`src/rtl/vga_fb_arbiter.sv`:
```
// vga_fb_arbiter: shares a single-port, registered-read framebuffer RAM
// between VGA scan-out and a pixel writer.
//
// Display reads occur at fixed slots (first column of each visible cell).
// The writer gets every other RAM cycle through a req/ack handshake.
// Cell data is replicated across the cell and presented on o_Pixel.
//
// Ports:
//   i_Clk, i_Rst                 pixel clock, async active-high reset
//   i_Col_Count, i_Row_Count     scan position from the sync counter block
//   o_Mem_Addr/We/Wdata          registered RAM command
//   i_Mem_Rdata                  RAM read data, one edge after the address
//   i_Wr_Req/Addr/Data, o_Wr_Ack writer handshake (ack is a one-cycle pulse)
//   o_Pixel, o_Active            cell data and visible flag, aligned
//
// Optional build macro FB_ARB_VBLANK_WRITE_ONLY_EN: writer grants are
// restricted to vertical blanking (row >= ACTIVE_ROWS).
module vga_fb_arbiter #(
    parameter int unsigned ACTIVE_COLS = 640,
    parameter int unsigned ACTIVE_ROWS = 480,
    parameter int unsigned SCALE_LOG2  = 3,
    parameter int unsigned DATA_WIDTH  = 8,
    parameter int unsigned ADDR_WIDTH  = 13
) (
    input  logic                  i_Clk,
    input  logic                  i_Rst,
    input  logic [9:0]            i_Col_Count,
    input  logic [9:0]            i_Row_Count,
    output logic [ADDR_WIDTH-1:0] o_Mem_Addr,
    output logic                  o_Mem_We,
    output logic [DATA_WIDTH-1:0] o_Mem_Wdata,
    input  logic [DATA_WIDTH-1:0] i_Mem_Rdata,
    input  logic                  i_Wr_Req,
    input  logic [ADDR_WIDTH-1:0] i_Wr_Addr,
    input  logic [DATA_WIDTH-1:0] i_Wr_Data,
    output logic                  o_Wr_Ack,
    output logic [DATA_WIDTH-1:0] o_Pixel,
    output logic                  o_Active
);

    localparam int unsigned FB_COLS   = ACTIVE_COLS >> SCALE_LOG2;
    localparam int unsigned FB_ROWS   = ACTIVE_ROWS >> SCALE_LOG2;
    localparam int unsigned FB_CELLS  = FB_COLS * FB_ROWS;
    localparam int unsigned CELL_MASK = (32'd1 << SCALE_LOG2) - 32'd1;

    logic                  visible_c;
    logic                  slot_c;
    logic                  wr_window_c;
    logic                  grant_c;
    logic [ADDR_WIDTH-1:0] disp_addr_c;

    // Pipeline flags: stage 1 aligns with the address, stage 2 with rdata.
    logic slot_d1, slot_d2;
    logic vis_d1, vis_d2;

    logic [ADDR_WIDTH-1:0] mem_addr_nxt;
    logic                  mem_we_nxt;
    logic [DATA_WIDTH-1:0] mem_wdata_nxt;
    logic                  wr_ack_nxt;
    logic [DATA_WIDTH-1:0] pixel_nxt;

    // Scan-position decode: visible area, display slot, cell address.
    always_comb begin
        visible_c   = (32'(i_Col_Count) < ACTIVE_COLS) && (32'(i_Row_Count) < ACTIVE_ROWS);
        slot_c      = visible_c && ((32'(i_Col_Count) & CELL_MASK) == 32'd0);
        disp_addr_c = ADDR_WIDTH'(((32'(i_Row_Count) >> SCALE_LOG2) * FB_COLS)
                                  + (32'(i_Col_Count) >> SCALE_LOG2));
`ifdef FB_ARB_VBLANK_WRITE_ONLY_EN
        wr_window_c = (32'(i_Row_Count) >= ACTIVE_ROWS);
`else
        wr_window_c = 1'b1;
`endif
        // Blocking on o_Wr_Ack keeps a still-held, already-served request
        // from being written a second time.
        grant_c = !slot_c && i_Wr_Req && !o_Wr_Ack && wr_window_c;
    end

    // Next-value logic for the RAM command, handshake and pixel output.
    always_comb begin
        mem_addr_nxt  = o_Mem_Addr;
        mem_we_nxt    = 1'b0;
        mem_wdata_nxt = o_Mem_Wdata;
        wr_ack_nxt    = 1'b0;

        if (slot_c) begin
            mem_addr_nxt = disp_addr_c;
        end else if (grant_c) begin
            mem_addr_nxt  = i_Wr_Addr;
            mem_wdata_nxt = i_Wr_Data;
            // Out-of-range cells are acked but dropped.
            mem_we_nxt    = (32'(i_Wr_Addr) < FB_CELLS);
            wr_ack_nxt    = 1'b1;
        end

        if (!vis_d2) begin
            pixel_nxt = '0;
        end else if (slot_d2) begin
            pixel_nxt = i_Mem_Rdata;
        end else begin
            pixel_nxt = o_Pixel;
        end
    end

    // State registers.
    always_ff @(posedge i_Clk or posedge i_Rst) begin
        if (i_Rst) begin
            o_Mem_Addr  <= '0;
            o_Mem_We    <= 1'b0;
            o_Mem_Wdata <= '0;
            o_Wr_Ack    <= 1'b0;
            o_Pixel     <= '0;
            o_Active    <= 1'b0;
            slot_d1     <= 1'b0;
            slot_d2     <= 1'b0;
            vis_d1      <= 1'b0;
            vis_d2      <= 1'b0;
        end else begin
            o_Mem_Addr  <= mem_addr_nxt;
            o_Mem_We    <= mem_we_nxt;
            o_Mem_Wdata <= mem_wdata_nxt;
            o_Wr_Ack    <= wr_ack_nxt;
            o_Pixel     <= pixel_nxt;
            o_Active    <= vis_d2;
            slot_d1     <= slot_c;
            slot_d2     <= slot_d1;
            vis_d1      <= visible_c;
            vis_d2      <= vis_d1;
        end
    end

endmodule

```
`config.mk`:
```
export PLATFORM = sky130hd
export DESIGN_NAME = vga_fb_arbiter
export DESIGN_NICKNAME = d
export VERILOG_FILES = /design/src/rtl/vga_fb_arbiter.sv
export SDC_FILE = /design/constraint.sdc
export NUM_CORES = 1
export LEC_CHECK = 0
export ABC_AREA = 1
export ABC_CLOCK_PERIOD_IN_PS = 3300
export BUFFER_PORTS_ARGS = -buffer_cell sky130_fd_sc_hd__buf_4
export CAP_MARGIN = 20
export CORE_ASPECT_RATIO = 2
export CORE_MARGIN = 5
export CORE_UTILIZATION = 51
export DETAILED_ROUTE_END_ITERATION = 7
export PLACE_DENSITY_LB_ADDON = 0.3
export SLEW_MARGIN = 20
export SYNTH_ARGS = -nofsm -noshare
export SYNTH_HDL_FRONTEND = slang
export SYNTH_SLANG_ARGS = --single-unit
```
`constraint.sdc`:
```
create_clock -name i_Clk -period 3.3 [get_ports i_Clk]
set_input_delay 0.66 -clock i_Clk [delete_from_list [all_inputs] [get_ports i_Clk]]
set_output_delay 0.66 -clock i_Clk [all_outputs]
set_load 0.02 [all_outputs]
```
==> impl_metrics.ini, run 1 <==
[sta]
tns_ns = 0
tightest_slew_ns = 0.6404
slew_violations = 0
finalCritPeriodShare_pct = 70.82
finalSetupViolCount = 0
hold_viol_final = 0
period_needed_ns = 2.337
rsz0062_at_grt = false
max-slew-margin-rel_pct = 57.26
finClkSkew_ns = 0.004781
clock.fmax_ghz = 0.4279

[grt]
grt_max_degree = 20
grt_pass1_vias = 2008
grt.total_usage_pct = 21.95
antenna_found_initial = 0
grt_pass1_wl_um = 8721
grt-ovfl-total = 0

[worst_hold_path]
hold_path_end = slot_d2
hp-class = reg -> reg
hold_start = slot_d1
holdPathStages = 0

[power_and_ir_drop]
switching_power_uw = 375.7
p_int_uw = 811.8
powerDensity_nw_per_um2 = 439.4
seq_power_share_pct = 43.3
p_sw_share_pct = 31.64
p_leak_uw = 0.001499
power_frac_comb_pct = 30.4
peakVddDrop_v = 0.0002891
pwr-share-clk_pct = 26.3

[detailed_routing]
drtIter0Drc = 50
drc_errors = 0
via_per_inst = 5.172
ant_nets = 0
drtPass1Iterations = 4
routed_wl_um = 5250
dr_total_vias = 1924
wire_per_inst_um = 14.11

[yosys]
synth_flop_cell = dfrtp_1
synthTopCellsByArea = dfrtp_1, nand2_1, ha_1, nand3_1, nor2_1
syn_area_per_cell_sq_um = 8.317
yosys-top-cells-count = nand2_1, dfrtp_1, nand3_1
synth.most_common_cell = nand2_1
yosysWarnings = 0
synth_edf_count = 0
synth_top_area_share_pct = 45.51
async_flop_share_pct = 100.0
synth_top_cell_by_area = dfrtp_1
netlist_area_sq_um = 1979
yosysSeqAreaShare_pct = 45.51
syn-num-nets = 305
netlist_instances = 238
synth_cell_type_count = 28
synth-seq-cells = 36

[critical_path]
cp_top_family = adder cells
rrSetupSlack_ns = 1.93
cp_slowest_stage_delay_ns = 0.45
cp_slowest_cell = fa_1
cp_data_required_time_ns = 3.48
critPathMaxFanout = 3
endpoint_kind = flip-flop
path_class = in -> reg
startpoint = i_Row_Count[4]
critPathBufInv = 1
crit_arrival_ns = 2.52
reg2regPathDepth = 4
r2r-end = o_Mem_Addr[6]
cp_cell_sequence = buf_4, ha_1, ha_1, fa_1, xor2_1, nand3_1, o21ai_0, nand3_1, nand2_1, nand2_1
reg2reg_from = o_Wr_Ack
startpoint_type = input pin

[cells_and_area]
diodes = 0
syn2layout_area_growth_pct = 36.54
multiInputGateArea_sq_um = 962.2
drive_above_1_share_pct = 30.53
nNetsFinal = 387
regArea_sq_um = 900.9
n_fill_cell = 299
fin_cells = 372

[floorplanning]
start_util_pct = 52.04
core_sq_um = 3804
fp.dieW_um = 54.05
rows = 32
die_area_sq_um = 5303
io_pins = 84
die_h_um = 98.11

[clock_network]
clockRootBuffer = clkbuf_8
cts_buffer_depth = 2
ctsHoldBuffers = 0
cts_setup_buffers = 0
cts_tree = built
clkTransAtPathRegs_ns = 0.07
cts_sinks = 36
htreeDepth = 2
cts-buffers-inserted = 5
ctsResizeCount = 0
clkLatencyLatePin_ns = 0.28

[place]
portBuffers = 80
place.gp.congestion = 0.8381
place_hpwl_um = 4277
place_inst = 364

[flow_run]
cap_violations = 0

[outcome]
status = finished, final reports clean
==> stage by stage <==
stage          total power, uW  util (%)  hold WS, ns  worst slack [ns]  instance area [sq um]
6_report                  1188     71.05       0.3481            0.9629                   2703
5_1_grt                   1260     71.05       0.3684            0.8484                   2703
4_1_cts                   1197     71.05       0.3505            0.9793                   2703
3_5_place_dp             883.3     68.68       0.3365            0.6875                   2613
3_3_place_gp             872.5     68.68       0.3324            0.7213                   2613
2_1_floorplan            725.1         -       0.3312            0.9702                   1979
==> power by group through the flow <==
stage / sequential, uW / clock, uW / combinational [uW]
2_1_floorplan: 571 / 0 / 154
3_3_place_gp: 520 / 0 / 353
3_5_place_dp: 522 / 0 / 361
4_1_cts: 514 / 319 / 364
5_1_grt: 520 / 341 / 399
6_report: 514 / 312 / 361
==> metal layers <==
layer | GRT usage (%) | vias to the layer above | share of wire, %
met5 | 0 | - | 0
met2 | 41.12 | 69 | 58
li1 | - | 938 | -
met3 | 2.748 | 22 | 4.9
met4 | 12.48 | 0 | 5.0
met1 | 20.92 | 895 | 32
==> area by class of cell <==
cell class / instances / share of cell area, %
Multi-Input combinational cell: 176 / 35.60
Timing Repair Buffer: 81 / 22.50
Sequential cell: 36 / 33.33
Inverter: 20 / 2.870
Clock buffer: 8 / 3.333
Tap cell: 51 / 2.361
==> layout by cell type, fill, tap and decap left out <==
cell / instances
ha_1: 13
xnor2_1: 1
nand4_4: 1
nor2_1: 23
nand3_1: 32
nor2_2: 1
inv_1: 17
xor2_1: 1
o21ai_2: 1
fa_1: 2
o211ai_1: 1
clkbuf_8: 6
and3_1: 1
a21oi_1: 3
nand2_2: 1
dfrtp_1: 36
inv_4: 1
inv_2: 2
nand3b_1: 1
o22ai_1: 6
nand2_4: 2
nand2_1: 75
clkbuf_1: 2
nand4_1: 3
o21ai_0: 6
nor3_4: 1
nand3_2: 1
buf_4: 81
==> state kept, by name, summed over array words and instances (netlist names) <==
register	cells
vis_d2	1
slot_d2	1
o_Mem_Wdata	8
slot_d1	1
o_Mem_We	1
o_Wr_Ack	1
o_Mem_Addr	13
o_Pixel	8
vis_d1	1
o_Active	1
==> logic make-up (layout without fill, tap and decap cells) <==
kind of cell / after synthesis / after routing / synth area share [%]
compound gates: 17 / 17 / 4.994
simple gates: 142 / 142 / 32.49
flops: 36 / 36 / 45.51
buf+inv: 26 / 109 / 5.879
fa+ha+maj: 15 / 15 / 10.24
xor+xnor: 2 / 2 / 0.8851
==> worst max-delay path by stage <==
| stage | end | cells past startpoint | slack [ns] |
|---|---|---|---|
| after floorplan | o_Mem_Addr[11] | 10 | 0.97 |
| after global placement | o_Mem_Addr[11] | 10 | 0.72 |
| after detailed placement | o_Mem_Addr[11] | 10 | 0.69 |
| after CTS | o_Mem_Addr[11] | 10 | 0.98 |
| after global routing | o_Mem_Addr[11] | 10 | 0.85 |
| final | o_Mem_Addr[11] | 10 | 0.96 |
(Power assumes the default switching activity.)
==> run 2: changes to the inputs <==
--- a/config.mk
+++ b/config.mk
@@ -5,13 +5,13 @@
 export SDC_FILE = /design/constraint.sdc
 export NUM_CORES = 1
 export LEC_CHECK = 0
-export ABC_AREA = 1
-export ABC_CLOCK_PERIOD_IN_PS = 3300
+export ABC_AREA = 0
+export ABC_CLOCK_PERIOD_IN_PS = 2180
 export BUFFER_PORTS_ARGS = -buffer_cell sky130_fd_sc_hd__buf_4
 export CAP_MARGIN = 20
 export CORE_ASPECT_RATIO = 2
 export CORE_MARGIN = 5
-export CORE_UTILIZATION = 51
+export CORE_UTILIZATION = 47
 export DETAILED_ROUTE_END_ITERATION = 7
 export PLACE_DENSITY_LB_ADDON = 0.3
 export SLEW_MARGIN = 20
==> constraint.sdc (replaced) <==
create_clock -name i_Clk -period 2.18 [get_ports i_Clk]
set_input_delay 0.436 -clock i_Clk [delete_from_list [all_inputs] [get_ports i_Clk]]
set_output_delay 0.436 -clock i_Clk [all_outputs]
set_load 0.02 [all_outputs]
==> run 2 against run 1 <==
  * Sequential share of layout area decreased by 2.1 points
  * First-iteration DRC count down 42%
  * Sequential cell count unchanged
  * Final cell count down 15%
  * Register-to-register slack lost 1.2 ns
  * Via count decreased by 16%
  * Routed wire length down 11%
  * Largest cell class unchanged
==> impl_metrics.ini, run 2 <==
[outcome]
status = finished, final reports clean

[worst_hold_path]
hp-class = in -> async

[detailed_routing]
routed_wl_um = 4696
wire_per_inst_um = 14.81
drc_errors = 0
drtIter0Drc = 29
via_per_inst = 5.069
dr_total_vias = 1607
drtPass1Iterations = 3
ant_nets = 0

[cells_and_area]
final_common_cell = buf_4
fin_cells = 317
final_cell_mix = buf_4, dfrtp_1, mux2i_1
drive_above_1_share_pct = 48.30
finalCoreUtilization_pct = 71.30
regMostFlops = o_Mem_Addr
diodes = 0
largest_reg_flops = 13
syn2layout_area_growth_pct = 49.16
nNetsFinal = 331
reg_top3 = o_Mem_Addr (13), o_Mem_Wdata (8), o_Pixel (8)

[critical_path]
reg2regPathDepth = 4
cp_slowest_cell = fa_2
critPathMaxFanout = 3
path_class = in -> reg
r2r-end = o_Mem_Wdata[3]
crit_path_frequent_cell = ha_4
cp_cell_sequence = buf_8, ha_4, ha_4, fa_2, xor2_2, buf_4, nand2_1, nor4_2, xnor2_1, o21ai_0
startpoint_type = input pin
cp_slowest_stage_delay_ns = 0.37
reg2reg_from = o_Wr_Ack
endpoint_kind = flip-flop
critPathBufInv = 2
cp_data_required_time_ns = 2.33
cp_top_family = adder cells
rrSetupSlack_ns = 0.69
crit_arrival_ns = 2.22

[sta]
tns_ns = 0
whs_ns = 0.2646
period_needed_ns = 2.066
finalCritPeriodShare_pct = 94.79
rsz0062_at_grt = true
finClkSkew_ns = 0.003328
max-slew-margin-rel_pct = 70.46
fin_ws_ns = 0.1136
finalSetupViolCount = 0
slew_violations = 0
hold_viol_final = 0
tightest_slew_ns = 0.4431
clock.fmax_ghz = 0.4839

[yosys]
netlist_area_sq_um = 1934
synth_cell_type_count = 35
synth_top_area_share_pct = 46.57
yosys-top-cells-count = dfrtp_1, mux2i_1, nor2_1
synth.most_common_cell = dfrtp_1
syn_area_per_cell_sq_um = 11.65
synth_top_cell_by_area = dfrtp_1
yosysSeqAreaShare_pct = 46.57
synthTopCellsByArea = dfrtp_1, mux2i_1, ha_1, mux2_4, nor2b_1
syn-num-nets = 233
synth-seq-cells = 36
synth_flop_cell = dfrtp_1
netlist_instances = 166
yosysWarnings = 0
async_flop_share_pct = 100.0
synth_edf_count = 0

[clock_network]
htreeDepth = 2
clkTransAtPathRegs_ns = 0.06
cts_tree = built
ctsHoldBuffers = 0
cts_buffer_depth = 2
clockRootBuffer = clkbuf_8
cts-buffers-inserted = 5
cts_sinks = 36
clkLatencyLatePin_ns = 0.27

[grt]
grt_pass1_vias = 1675
grt.total_usage_pct = 17.47
antenna_found_initial = 0
grt_max_degree = 37
grt-ovfl-total = 0
grt_pass1_wl_um = 7721

[place]
place_hpwl_um = 3654
portBuffers = 80
pre_cts_ws_ns = -0.2546
place.gp.congestion = 0.7857
place_inst = 307

[floorplanning]
fp.dieW_um = 55.37
core_sq_um = 4046
die_area_sq_um = 5577
rows = 33
start_util_pct = 47.80
io_pins = 84
die_h_um = 100.7

[power_and_ir_drop]
p_sw_share_pct = 29.09
p_leak_uw = 0.001416
powerDensity_nw_per_um2 = 665.0
seq_power_share_pct = 41.0
p_int_uw = 1361
peakVddDrop_v = 0.0004719
pwr-share-clk_pct = 24.0
switching_power_uw = 558.1
power_frac_comb_pct = 34.9

[flow_run]
cap_violations = 0
[run 2: logic make-up (layout without fill, tap and decap cells)]
| family | Yosys count | in the layout | synth area share, % |
|---|---|---|---|
| AOI/OAI and AO/OA | 32 | 32 | 10.54 |
| xor gates and xnor gates | 7 | 7 | 3.170 |
| adders and majority gates | 15 | 15 | 10.48 |
| buffers and inverters | 11 | 110 | 2.652 |
| DFF | 36 | 36 | 46.57 |
| muxes | 29 | 29 | 17.33 |
| and+or+nand+nor | 36 | 36 | 9.251 |
[run 2: worst reg2reg max path, cell delays in order, from the launching register on]
cell and delay (ns):
dfrtp_1 0.37, nor2b_1 0.21, buf_12 0.19, and2_4 0.27, mux2_4 0.32
[run 2: worst max-delay path by stage]
stage | cells after the start | endpoint | from | slack [ns]
floorplan | 8 | o_Mem_Addr[12] | i_Row_Count[4] | -0.009
global placement | 8 | o_Mem_Addr[11] | i_Row_Count[6] | -0.20
detailed placement | 8 | o_Mem_Addr[11] | i_Row_Count[6] | -0.25
CTS | 8 | o_Mem_Addr[11] | i_Row_Count[6] | 0.04
global route | 9 | o_Mem_Addr[12] | i_Row_Count[6] | -0.02
finish | 10 | o_Mem_Addr[11] | i_Row_Count[6] | 0.11
[run 2: through the flow]
step / cell area [sq um] / total power (uW)
finish: 2885 / 1919
global placement: 2750 / 1440
floorplan: 1988 / 1162
CTS: 2840 / 1922
global route: 2885 / 2031
detailed placement: 2750 / 1453
[run 2: power by group through the flow]
stage / Combinational (uW) / Clock, uW / Sequential [uW]
2_1_floorplan: 277 / 0 / 885
3_3_place_gp: 644 / 0 / 796
3_5_place_dp: 655 / 0 / 798
4_1_cts: 660 / 475 / 787
5_1_grt: 732 / 503 / 796
6_report: 670 / 461 / 787
[run 2: cell type report]
class                      count  area [sq um]
fill                         324          1161
multi-input combinational    119          1055
sequential                    36         900.9
timing repair buffer          98         759.5
clock buffer                   8         90.09
tap                           52         65.06
inverter                       4         15.01
[run 2: layer usage]
layer	part of all wire (%)	global-route usage, %	vias up
met5	0	0	-
met2	55	32.85	63
met3	4.9	2.564	12
li1	-	-	780
met1	36	18.50	752
met4	3.7	8.801	0
[run 2: timing repair]
action,in CTS,in global routing
setup buffers,0,2
endpoints found under the setup margin,0,2
resized for setup,0,6
hold endpoints to repair,0,0
